<file path="src/rtl/tt_rr_onehot_arbiter.sv">
// Round-robin arbiter with a registered one-hot grant for a decoded AND-OR mux.
// A grant is held until the downstream consumer takes the beat. A granted
// requester can keep ownership across beats by raising its lock bit. After an
// unlocked beat, the requester that was just served is skipped for one cycle.
module tt_rr_onehot_arbiter #(
    parameter int REQ_WIDTH = 4,
    parameter int IDX_WIDTH = $clog2(REQ_WIDTH)
) (
    input  logic                 i_clk,
    input  logic                 i_reset,
    input  logic [REQ_WIDTH-1:0] i_req,
    input  logic [REQ_WIDTH-1:0] i_lock,
    input  logic                 i_ready,
    output logic                 o_valid,
    output logic [REQ_WIDTH-1:0] o_gnt,
    output logic [IDX_WIDTH-1:0] o_gnt_idx,
    output logic                 o_xfer
);

    typedef enum logic {
        ST_IDLE  = 1'b0,
        ST_GRANT = 1'b1
    } state_t;

    state_t               state_q, state_d;
    logic [REQ_WIDTH-1:0] gnt_q, gnt_d;
    logic [IDX_WIDTH-1:0] idx_q, idx_d;
    logic [IDX_WIDTH-1:0] ptr_q, ptr_d;

    logic [IDX_WIDTH-1:0] ptr_after;
    logic [REQ_WIDTH-1:0] arb_idle;
    logic [REQ_WIDTH-1:0] arb_next;

    // Returns the first set bit of mask, searching from ptr upward and
    // wrapping at REQ_WIDTH. The result is one-hot, or zero if mask is empty.
    function automatic logic [REQ_WIDTH-1:0] arb(input logic [REQ_WIDTH-1:0] mask,
                                                 input logic [IDX_WIDTH-1:0] ptr);
        logic found;
        int   j;
        arb   = '0;
        found = 1'b0;
        for (int i = 0; i < REQ_WIDTH; i++) begin
            j = int'(ptr) + i;
            if (j >= REQ_WIDTH) j = j - REQ_WIDTH;
            if (!found && mask[j[IDX_WIDTH-1:0]]) begin
                arb[j[IDX_WIDTH-1:0]] = 1'b1;
                found = 1'b1;
            end
        end
    endfunction

    // Converts a one-hot (or zero) vector to its binary index.
    function automatic logic [IDX_WIDTH-1:0] enc(input logic [REQ_WIDTH-1:0] oh);
        enc = '0;
        for (int i = 0; i < REQ_WIDTH; i++) begin
            if (oh[i]) enc = enc | IDX_WIDTH'(i);
        end
    endfunction

    // Updates the state register. Reset drops any grant or lock at once.
    always_ff @(posedge i_clk or posedge i_reset) begin
        if (i_reset) begin
            state_q <= ST_IDLE;
            gnt_q   <= '0;
            idx_q   <= '0;
            ptr_q   <= '0;
        end else begin
            state_q <= state_d;
            gnt_q   <= gnt_d;
            idx_q   <= idx_d;
            ptr_q   <= ptr_d;
        end
    end

    // Next-state logic. After an unlocked beat, the pointer moves to the slot
    // just past the served requester, and that requester is masked out.
    always_comb begin
        state_d   = state_q;
        gnt_d     = gnt_q;
        idx_d     = idx_q;
        ptr_d     = ptr_q;
        ptr_after = (idx_q == IDX_WIDTH'(REQ_WIDTH - 1)) ? '0 : idx_q + 1'b1;
        arb_idle  = arb(i_req, ptr_q);
        arb_next  = arb(i_req & ~gnt_q, ptr_after);
        case (state_q)
            ST_IDLE: begin
                if (|i_req) begin
                    state_d = ST_GRANT;
                    gnt_d   = arb_idle;
                    idx_d   = enc(arb_idle);
                end
            end
            ST_GRANT: begin
                if (o_xfer && !i_lock[idx_q]) begin
                    ptr_d = ptr_after;
                    if (|arb_next) begin
                        gnt_d = arb_next;
                        idx_d = enc(arb_next);
                    end else begin
                        state_d = ST_IDLE;
                        gnt_d   = '0;
                        idx_d   = '0;
                    end
                end
            end
            default: begin
                state_d = ST_IDLE;
                gnt_d   = '0;
                idx_d   = '0;
            end
        endcase
    end

    // Drives the outputs. The grant comes straight from registers; the
    // transfer strobe is the only combinational output.
    always_comb begin
        o_valid   = (state_q == ST_GRANT);
        o_gnt     = gnt_q;
        o_gnt_idx = idx_q;
        o_xfer    = (state_q == ST_GRANT) && i_ready;
    end

`ifndef SYNTHESIS
    a_gnt_onehot0: assert property (@(posedge i_clk) disable iff (i_reset)
        $onehot0(gnt_q));
    a_req_held: assert property (@(posedge i_clk) disable iff (i_reset)
        o_valid |-> |(i_req & gnt_q));
    a_valid_stable: assert property (@(posedge i_clk) disable iff (i_reset)
        (o_valid && !i_ready) |=> o_valid);
`endif

endmodule

</file>
<file path="config.mk">
export PLATFORM = sky130hd
export DESIGN_NAME = tt_rr_onehot_arbiter
export DESIGN_NICKNAME = d
export VERILOG_FILES = /design/src/rtl/tt_rr_onehot_arbiter.sv
export SDC_FILE = /design/constraint.sdc
export NUM_CORES = 1
export LEC_CHECK = 0
export ABC_AREA = 1
export BUFFER_PORTS_ARGS = -buffer_cell sky130_fd_sc_hd__buf_2
export CAP_MARGIN = 20
export CORE_ASPECT_RATIO = 1.25
export CORE_MARGIN = 8
export CORE_UTILIZATION = 32
export DETAILED_ROUTE_END_ITERATION = 10
export GPL_TIMING_DRIVEN = 0
export SYNTH_ARGS = -nofsm -noshare
export SYNTH_HDL_FRONTEND = slang
export SYNTH_SLANG_ARGS = --single-unit
export TNS_END_PERCENT = 30
</file>
<file path="constraint.sdc">
create_clock -name i_clk -period 2.3 [get_ports i_clk]
set_input_delay 0.23 -clock i_clk [delete_from_list [all_inputs] [get_ports i_clk]]
set_output_delay 0.23 -clock i_clk [all_outputs]
set_load 0.05 [all_outputs]
</file>
==> metrics.cfg <==
[outcome]
outcome = finished clean

[sta]
min_period_ns = 2.091
drv_slew = 0
tightest_slew_ns = 0.3639
fmax_ghz = 0.4781
final-setup-viol-count = 0
finClkSkew_ns = 0.001498
finalSetupTns_ns = 0
finalCritPeriodShare = 0.9093
grt_setup_unrepaired = no
slew_headroom = 0.7542
holdWs_ns = 0.4952
finalHoldViolations = 0

[logic_synthesis]
synth_mux_area_frac = 0
syn-cell-area_mm2 = 0.001276
synth_top_family_by_area = simple AND/OR/NAND/NOR gates
synthSimpleGateAreaFrac = 0.5529
synth_seq_cells = 9
synthCells = 206
yosys.area_share.xor_xnor = 0
synth_nets = 229
synthAdderAreaFrac = 0.1176
synth-compound-area-share = 0.06275
postSynthAreaPerCell_um2 = 6.195
ys_types = 25
yosysWarningCount = 0
ys_seq_area_frac = 0.1765

[grt]
antenna_found_initial = 0
grt_max_degree = 10
grt_pass1_wl_mm = 5.733
grt_pass1_vias = 1319
grt_overflow = 0
grt_usage = 0.1104

[worst_setup_path]
startpoint_type = register
r2r_start = o_gnt_idx[0]
critPathMostFrequentCell = nand2_1
path_buf_inv = 2
critPathKind = reg -> reg
r2r_setup_slack_ns = 0.21
cp_top_family = simple AND/OR/NAND/NOR gates
crit_arrival_ns = 2.26
end_kind = register
slowest_delay_ns = 0.47
cp_cell_sequence = inv_2 -> ha_2 -> inv_1 -> nand3_2 -> nand2_2 -> nor2_2 -> nand3_1 -> nand3b_1 -> nand2_1 -> nand2_1 -> o21a_1
critPathRequiredTime_ns = 2.47
cp_slowest_cell = dfrtp_2
r2r_cells = 11
path_max_fanout = 9
r2r_end = o_gnt[1]

[clock_network]
clock_path_buffers = 2
cts_sinks = 9
cts_buffers = 3
clk_pin_slew_worst_paths_ns = 0.04
insertion_delay_ns = 0.23
h-tree-depth = 1
cts_tree = done
cts_root_buf = clkbuf_8

[floorplanning]
die_h_um = 86.61
row_count = 25
initial_core_util = 0.3344
die_area_mm2 = 0.006278
die_x_um = 72.49
io-pin-count = 19
core_area_mm2 = 0.003816

[drt]
vias = 1329
drc = 0
first_iter_violations = 61
wl_per_cell_um = 11.40
ant_nets = 0
finalWirelength_mm = 3.225
firstDrtPassIters = 4
via_per_inst = 4.696

[finish]
layout_common_cells = 79 x nand2_1, 30 x nand3_1, 19 x inv_1
drive_gt1_frac = 0.2489
num-nets-final = 253
syn2layout_area_growth_pct = 17.06
mostFrequentLayoutCell = nand2_1
antenna_cells = 0
finish.instance_area_mm2 = 0.001494
finalCoreUtilization = 0.3915

[placed_design]
placed_area_mm2 = 0.001434
post-dp-hpwl_mm = 2.711
numPortBuffers = 18
place.gp.congestion = 0.9101

[min_path]
hold_path.class = in -> async

[job]
cap_violations = 0

-- cells by family after synthesis --
family	Yosys count
AO/OA/AOI/OAI	12
AND/OR/NAND/NOR	145
flip-flops	9
buffers and inverters	28
adder cells (fa/ha/maj)	12
-- registers in the layout, summed over array words and instances (netlist names) --
name,cells
ptr_q,2
o_valid,1
o_gnt,4
o_gnt_idx,2
-- timing repair --
item / in CTS / in global routing
resized for setup: 0 / 3
buffers inserted: 0 / 0
endpoints found under the setup margin: 0 / 7
endpoints found under the hold margin: 9 / 0
hold buffers: 1 / 0
-- synthesized netlist by cell type, drive strengths merged --
cell type,number,area share
a41oi,1,0.0069
a22oi,1,0.0059
dfrtp,9,0.18
ha,12,0.12
nand3b,4,0.026
nand4,2,0.0098
buf,2,0.012
nand3,35,0.16
a21oi,5,0.020
o21a,1,0.0059
nand2,91,0.30
nor2,13,0.061
clkinv,1,0.0029
o21ai,4,0.025
inv,25,0.075
-- metrics by stage --
stage	instances	setup WS, ns
6_report	283	0.2085
3_5_place_dp	278	0.04578
3_3_place_gp	278	0.04077
5_1_grt	283	0.02560
4_1_cts	283	0.01420
2_1_floorplan	206	0.04728
-- routing by layer --
| metal | GRT usage | vias up | wire [um] | part of all wire |
|---|---|---|---|---|
| li1 | - | 700 | - | - |
| met1 | 0.1178 | 599 | 1378 | 0.43 |
| met3 | 0.01270 | 4 | 92 | 0.029 |
| met4 | 0.05109 | 0 | 59 | 0.018 |
| met5 | 0 | - | 0 | 0 |
| met2 | 0.2074 | 26 | 1694 | 0.53 |
-- worst max-delay path by stage --
stage / startpoint / end / slack (ns) / cells past startpoint
finish: o_gnt_idx[0] / o_gnt[1] / 0.21 / 11
global route: ptr_q[0] / o_gnt[3] / 0.03 / 14
CTS: o_gnt_idx[0] / o_gnt[1] / 0.01 / 11
detailed placement: o_gnt_idx[0] / o_gnt[1] / 0.05 / 11
global placement: o_gnt_idx[0] / o_gnt[1] / 0.04 / 11
floorplan: o_gnt_idx[0] / o_gnt[3] / 0.05 / 12
-- tightest hold or removal path, delay by kind of cell --
kind | cells | cell delay, ns
buf+inv | 3 | 0.89
-- area by class of cell --
cell class	instances	area, um^2
Tap cell	54	67.56
Clock buffer	4	45.04
Buffer	2	15.01
Inverter	26	100.1
Multi-Input combinational cell	169	938.4
Fill cell	434	2322
Timing Repair Buffer	19	100.1
Sequential cell	9	227.7
Power is left out: the tool's default activity adds up to more than one toggle a clock period on the data nets, which glitch-free logic cannot reach.
